===== config.mk =====
export PLATFORM = sky130hd
export DESIGN_NAME = matmul_flags_ctrl
export DESIGN_NICKNAME = d
export VERILOG_FILES = /design/src/rtl/matmul_flags_ctrl.sv
export SDC_FILE = /design/constraint.sdc
export NUM_CORES = 1
export LEC_CHECK = 0
export CAP_MARGIN = 20
export CORE_MARGIN = 4
export CORE_UTILIZATION = 23
export DETAILED_ROUTE_END_ITERATION = 12
export PLACE_DENSITY = 0.78
export SYNTH_ARGS = -nofsm -noshare
export SYNTH_HDL_FRONTEND = slang
export SYNTH_SLANG_ARGS = --single-unit

===== constraint.sdc =====
create_clock -name clk_i -period 1.5 [get_ports clk_i]
set_input_delay 0.225 -clock clk_i [delete_from_list [all_inputs] [get_ports clk_i]]
set_output_delay 0.225 -clock clk_i [all_outputs]
set_load 0.02 [all_outputs]

===== src/rtl/matmul_flags_ctrl.sv =====
// Sequencer for one matmul run: starts and clears the datapath, ORs per-PE overflow bits
// into a sticky accumulator, commits them to the flags register, and gates host writes.
module matmul_flags_ctrl #(
  parameter int DATA_WIDTH = 32,
  parameter int BUS_WIDTH  = 64,
  parameter int MAX_DIM    = BUS_WIDTH / DATA_WIDTH,
  parameter int NF         = MAX_DIM * MAX_DIM,
  parameter int CW         = $clog2(MAX_DIM + 1)
) (
  input  logic                 clk_i,
  input  logic                 rst_ni,
  input  logic                 start_i,
  input  logic [CW-1:0]        k_i,
  input  logic                 abort_i,
  input  logic                 pe_valid_i,
  input  logic [NF-1:0]        pe_ovf_i,
  input  logic                 host_we_i,
  input  logic [BUS_WIDTH-1:0] host_data_i,
  output logic                 mm_start_o,
  output logic                 mm_clear_o,
  output logic                 flags_we_o,
  output logic [BUS_WIDTH-1:0] flags_data_o,
  output logic                 busy_o,
  output logic                 done_o,
  output logic                 aborted_o,
  output logic                 ovf_any_o,
  output logic                 host_err_o,
  output logic [2:0]           dbg_state_o
);

  localparam logic [2:0] S_IDLE   = 3'd0;
  localparam logic [2:0] S_CLEAR  = 3'd1;
  localparam logic [2:0] S_RUN    = 3'd2;
  localparam logic [2:0] S_COMMIT = 3'd3;
  localparam logic [2:0] S_DONE   = 3'd4;

  localparam logic [CW-1:0] K_MAX = CW'(MAX_DIM);

  logic [2:0]    state_q, state_d;
  logic [CW-1:0] k_q, k_d;
  logic [CW-1:0] cnt_q, cnt_d;
  logic [NF-1:0] acc_q, acc_d;
  logic          ovf_any_q, ovf_any_d;
  logic          aborted_q, aborted_d;
  logic          host_err_q, host_err_d;

  always_comb begin
    state_d    = state_q;
    k_d        = k_q;
    cnt_d      = cnt_q;
    acc_d      = acc_q;
    ovf_any_d  = ovf_any_q;
    aborted_d  = 1'b0;
    // Host writes are only legal while idle; anything else is dropped and flagged.
    host_err_d = host_we_i && (state_q != S_IDLE);
    case (state_q)
      S_IDLE: begin
        if (start_i) begin
          state_d = S_CLEAR;
          k_d     = ((k_i == '0) || (k_i > K_MAX)) ? K_MAX : k_i;
          cnt_d   = '0;
          acc_d   = '0;
        end
      end
      S_CLEAR: begin
        if (abort_i) begin
          state_d   = S_IDLE;
          aborted_d = 1'b1;
        end else begin
          state_d = S_RUN;
        end
      end
      S_RUN: begin
        // Abort wins over a final beat arriving on the same edge.
        if (abort_i) begin
          state_d   = S_IDLE;
          aborted_d = 1'b1;
        end else if (pe_valid_i) begin
          acc_d = acc_q | pe_ovf_i;
          cnt_d = cnt_q + CW'(1);
          if (cnt_q == k_q - CW'(1)) begin
            state_d = S_COMMIT;
          end
        end
      end
      S_COMMIT: begin
        ovf_any_d = |acc_q;
        state_d   = S_DONE;
      end
      S_DONE: begin
        state_d = S_IDLE;
      end
      default: begin
        state_d = S_IDLE;
      end
    endcase
  end

  always_comb begin
    mm_start_o   = (state_q == S_CLEAR);
    mm_clear_o   = (state_q == S_CLEAR);
    busy_o       = (state_q == S_CLEAR) || (state_q == S_RUN) || (state_q == S_COMMIT);
    done_o       = (state_q == S_DONE);
    flags_we_o   = 1'b0;
    flags_data_o = '0;
    if (state_q == S_IDLE) begin
      flags_we_o   = host_we_i;
      flags_data_o = host_we_i ? host_data_i : '0;
    end else if (state_q == S_COMMIT) begin
      flags_we_o   = 1'b1;
      flags_data_o = BUS_WIDTH'(acc_q);
    end
  end

  always_ff @(posedge clk_i or negedge rst_ni) begin
    if (!rst_ni) begin
      state_q    <= S_IDLE;
      k_q        <= '0;
      cnt_q      <= '0;
      acc_q      <= '0;
      ovf_any_q  <= 1'b0;
      aborted_q  <= 1'b0;
      host_err_q <= 1'b0;
    end else begin
      state_q    <= state_d;
      k_q        <= k_d;
      cnt_q      <= cnt_d;
      acc_q      <= acc_d;
      ovf_any_q  <= ovf_any_d;
      aborted_q  <= aborted_d;
      host_err_q <= host_err_d;
    end
  end

  assign aborted_o   = aborted_q;
  assign ovf_any_o   = ovf_any_q;
  assign host_err_o  = host_err_q;
  assign dbg_state_o = state_q;

endmodule

Yosys cells after proc, flatten, opt, wreduce, memory -nomap -nowiden
Index checks and enable logic that the tools add are counted.
{"block": "word_totals", "input_bits": 76, "wordCells": 56, "reg_bits": 14, "output_inout_bits": 75}
{"block": "op_classes", "reduce_logical": 13, "n_lt_le_gt_ge": 1, "add_sub_neg": 2, "muxes": 22, "n_bitwise": 1, "eq_ne": 10}
{"op": "$mux W64", "n": 2}
{"op": "$mux W4", "n": 4}
{"op": "$mux W3", "n": 4}
{"op": "$pmux W3 S4", "n": 1}
{"op": "$mux W2", "n": 5}
{"op": "$pmux W4 S2", "n": 1}
{"op": "$eq A3 B2 Y1 const B", "n": 2}
{"op": "$ne A2 B2 Y1 const B", "n": 3}
{"op": "$ne A3 B3 Y1 const B", "n": 2}
{"op": "$mux W1", "n": 4}
{"op": "$or A4 B4 Y4", "n": 1}
{"op": "$pmux W2 S2", "n": 1}
{"op": "$reduce_and A4 Y1", "n": 1}
{"op": "$reduce_or A4 Y1", "n": 1}
{"op": "$eq A3 B1 Y1 const B", "n": 1}
{"op": "$eq A3 B3 Y1 const B", "n": 1}
{"op": "$logic_not A3 Y1", "n": 1}
{"op": "$logic_or A1 B1 Y1", "n": 3}
{"op": "$reduce_and A3 Y1", "n": 1}
{"op": "$reduce_bool A3 Y1", "n": 1}
{"op": "$add A2 B1 Y2 const B", "n": 1}
{"op": "$eq A2 B2 Y1", "n": 1}
{"op": "$gt A2 B2 Y1 const B", "n": 1}
{"op": "$logic_not A2 Y1", "n": 1}
{"op": "other kinds (5)", "n": 5}

Logic depth before layout (Yosys ltp)
{"block": "logic_depth", "depth_word": 6, "mapped_depth": 5, "depth_no_buf": 3}

Least setup slack after synthesis
No wires, ideal clock.
{"block": "synth_path", "path_type": "register -> output", "startpoint": "register state_q[1] (netlist: dbg_state_o[1])", "endpoint": "output flags_data_o[10]", "t_arrival_ns": 1.668, "setup_slack_ns": -0.393, "path_buffers": 2, "t_required_ns": 1.275, "stages_incl_launch_ff": 5, "cell_sequence": "dfrtp_1 -> clkbuf_1 -> nor3_1 -> clkbuf_1 -> and3_1"}
{"block": "synth_via", "elab_chain_len": 2}
{"element": "start, declared", "line": "39", "source": "logic [2:0] state_q, state_d;"}
{"element": "start signal, assigned", "line": "125", "source": "state_q <= state_d;"}
{"element": "$logic_not A3 Y1", "line": "106", "source": "if (state_q == S_IDLE) begin"}
{"element": "$mux W64", "line": "106"}
{"element": "end, declared", "line": "22", "source": "output logic [BUS_WIDTH-1:0] flags_data_o,"}
No other way between the ends.

Worst setup path after layout
{"block": "layout_path", "startpoint": "register state_q[0] (netlist: dbg_state_o[0])", "endpoint": "register k_q[1]"}
{"block": "layout_via", "elab_chain_len": 2}
{"element": "$logic_not A3 Y1", "line": "56", "source": "case (state_q)"}
{"element": "$reduce_and A2 Y1 (no line)"}
{"element": "end signal, assigned", "line": "126", "source": "k_q <= k_d;"}
{"element": "end, declared", "line": "40", "source": "logic [CW-1:0] k_q, k_d;"}
No other way between the ends.
A chain may end at the register's enable or synchronous reset.

==> results.toml <==
[outcome]
status = "finished, violations left"
violations = "negative setup slack"

[logic_synthesis]
synth_async_sr_flop_share_pct = 100.0
synth-edff-count = 0
synth_fp_nets = 214
synth.lib_cells_used.distinct = 29
synth_warnings = 0
synth_area_um2 = 1140
yosys_register_bits = 14
synth_area_per_cell_um2 = 8.260
ys_seq_area_share_pct = 30.74
ys.flop_type = "dfrtp_1"
synth_cells = 138

[clock_network]
cts_buffers = 3
cts_tree = "yes"
root_buffer = "clkbuf_8"
clockBufferDepth = 2
clk_latency_ps = 250
ctsHtreeMaxLevel = 1
cts.sinks = 14
hold_buffers = 0
clk_pin_slew_ps = 60

[final_layout]
areaGrowthSynthToFinish_pct = 196.0
fin_util_pct = 70.97
antennaDiodeCount = 0
nNetsFinal = 384
final_cells = 374
drive_gt1_share_pct = 49.51

[worst_setup_path]
end_kind = "flip-flop"
critPathLaunchType = "flip-flop"
critPathRequiredTime_ps = 1640
cp_top_family = "simple AND/OR/NAND/NOR gates"
crit_fanout = 3
max_stage_delay_ps = 500
crit_buf_inv = 2
critical_path.slowest_cell = "or4b_4"
r2r_setup_slack_ps = -310
cp_common_cell = "buf_6"
r2r_start = "dbg_state_o[0]"
worstSetupStartpoint = "dbg_state_o[0]"
critPathKind = "reg2reg"
crit_chain = "buf_6, buf_6, or4b_4, or3b_1, a21boi_2"
crit_arrival_ps = 1950

[drt]
ant_nets = 0
drt_iter0_markers = 62
vias_per_cell = 4.642
vias = 1736
drc = 0
routed_wirelength_um = 6122
first_pass_iters = 4
wire_per_inst_um = 16.37

[die]
die_area_um2 = 6146
die_y_um = 78.40
core_area_um2 = 4755
rows = 25
fp.dieW_um = 78.40
ios = 151
start_util_pct = 23.97

[sta]
rsz0062_at_grt = "yes"
worst_clock_skew_ps = 1.818
slew_headroom_pct = 82.38
tightest_slew_ps = 262.4
period_needed_ps = 1810
hold_viol_final = 0
fin_crit_sh_pct = 120.7
drv_slew = 0
setup_violations = 75
fmax_mhz = 552.4
worst_slack_ps = -310.4

[placement]
dp.cells = 351
port_buffers = 150
gp_congestion = 0.7751
post-dp-hpwl_um = 4104

[grt]
grt_pass1_wl_um = 9073
grt_pass1_vias = 1828
grt_use_total_pct = 18.33
antenna_found_initial = 0
grt_overflow_total = 0
grt_max_degree = 35

[power]
vdd_drop_max_mv = 0.9443
power.internal_mw = 3.558
netSwitchingFraction_pct = 40.66
switchingPower_mw = 2.438
power.share.clock_pct = 6.4
pwr-share-comb_pct = 83.6
power_frac_seq_pct = 10.1
p_leak_nw = 1.621
power.density_nw_per_um2 = 1777

[flow_run]
cap_violations = 0

[worst_hold_path]
hp-class = "in2async"
-- layout by cell type, fill, tap and decap left out, types with 2 or more instances in the layout --
cell             count
nand2_1              3
buf_4               15
clkbuf_8             4
buf_6               80
a22o_1               6
buf_16               4
a22o_2               4
dfrtp_2              2
nor2_1               3
dlygate4sd2_1        3
and3_4              28
and2_4               2
nor3_1               2
or4b_4               2
clkdlybuf4s50_1     78
nor2b_1              2
nor4bb_1             2
mux2i_1              2
dfrtp_1             12
and3_1              33
xnor2_1              2
-- state kept, by name (all words and copies together), names as in the netlist --
name / cells
host_err_o: 1
dbg_state_o: 3
cnt_q: 2
k_q: 2
acc_q: 4
ovf_any_o: 1
aborted_o: 1
-- final timing paths --
path / to / depth (start not counted)
setup / recovery: k_q[1] / 5
hold / removal: k_q[0] / 2
setup reg to reg: k_q[1] / 5
hold reg to reg: k_q[0] / 2
max in group asynchronous: dbg_state_o[2] / 2
min in group clk_i: k_q[0] / 2
-- Yosys cell counts (all sizes together) (3+ instances only) --
master	number	share of area, %
nand2	3	0.99
nor3	3	1.3
nor2	4	1.3
and3	61	33
dfrtp	14	31
clkbuf	16	5.4
a22o	10	8.1
-- cells by family after synthesis --
kind of cell	Yosys count	synth area share, %
DFF	14	30.74
xor gates and xnor gates	2	1.537
buffers and inverters	19	7.354
AOI/OAI and AO/OA	14	10.10
muxes	3	2.744
and+or+nand+nor	86	47.53
-- cell type report --
type | instances | area (um2)
Sequential cell | 14 | 352.8
Timing Repair Buffer | 183 | 1981
Clock buffer | 4 | 55.05
Fill cell | 366 | 1380
Inverter | 1 | 3.754
Multi-Input combinational cell | 105 | 898.4
Tap cell | 67 | 83.83
-- power by group through the flow --
stage	logic (mW)	clock network [mW]	registers [mW]
final	5.01	0.381	0.605
after detailed placement	3.34	0	0.607
after floorplan	1.68	0	0.671
after global placement	3.32	0	0.603
after global routing	5.29	0.408	0.626
after CTS	4.50	0.380	0.606
-- through the flow --
| stage | total power, mW | hold slack, ps | setup slack, ps | TNS (ps) | cell area [um2] |
|---|---|---|---|---|---|
| 3_5_place_dp | 3.950 | 484.0 | -533.8 | -35510 | 2781 |
| 6_report | 5.996 | 283.2 | -310.4 | -18690 | 3374 |
| 4_1_cts | 5.487 | 292.1 | -296.4 | -18100 | 3133 |
| 5_1_grt | 6.322 | 307.4 | -351.3 | -23280 | 3374 |
| 3_3_place_gp | 3.920 | 483.2 | -528.3 | -34080 | 2781 |
| 2_1_floorplan | 2.349 | -70.59 | -293.7 | -14570 | 1164 |
-- per-layer routing --
layer / vias up / global-route usage [%] / part of all wire [%]
met3: 4 / 3.555 / 7.2
met5: - / 0 / 0
met1: 812 / 22.24 / 37
met2: 76 / 32.79 / 55
li1: 844 / - / -
met4: 0 / 5.070 / 0.98
-- what timing repair did --
action / CTS / global route
setup buffers: 10 / 6
resized for setup: 425 / 49
pin swaps: 14 / 18
setup endpoints to repair: 80 / 78
cloned: 4 / 1
Power figures use the tool's default switching activity.
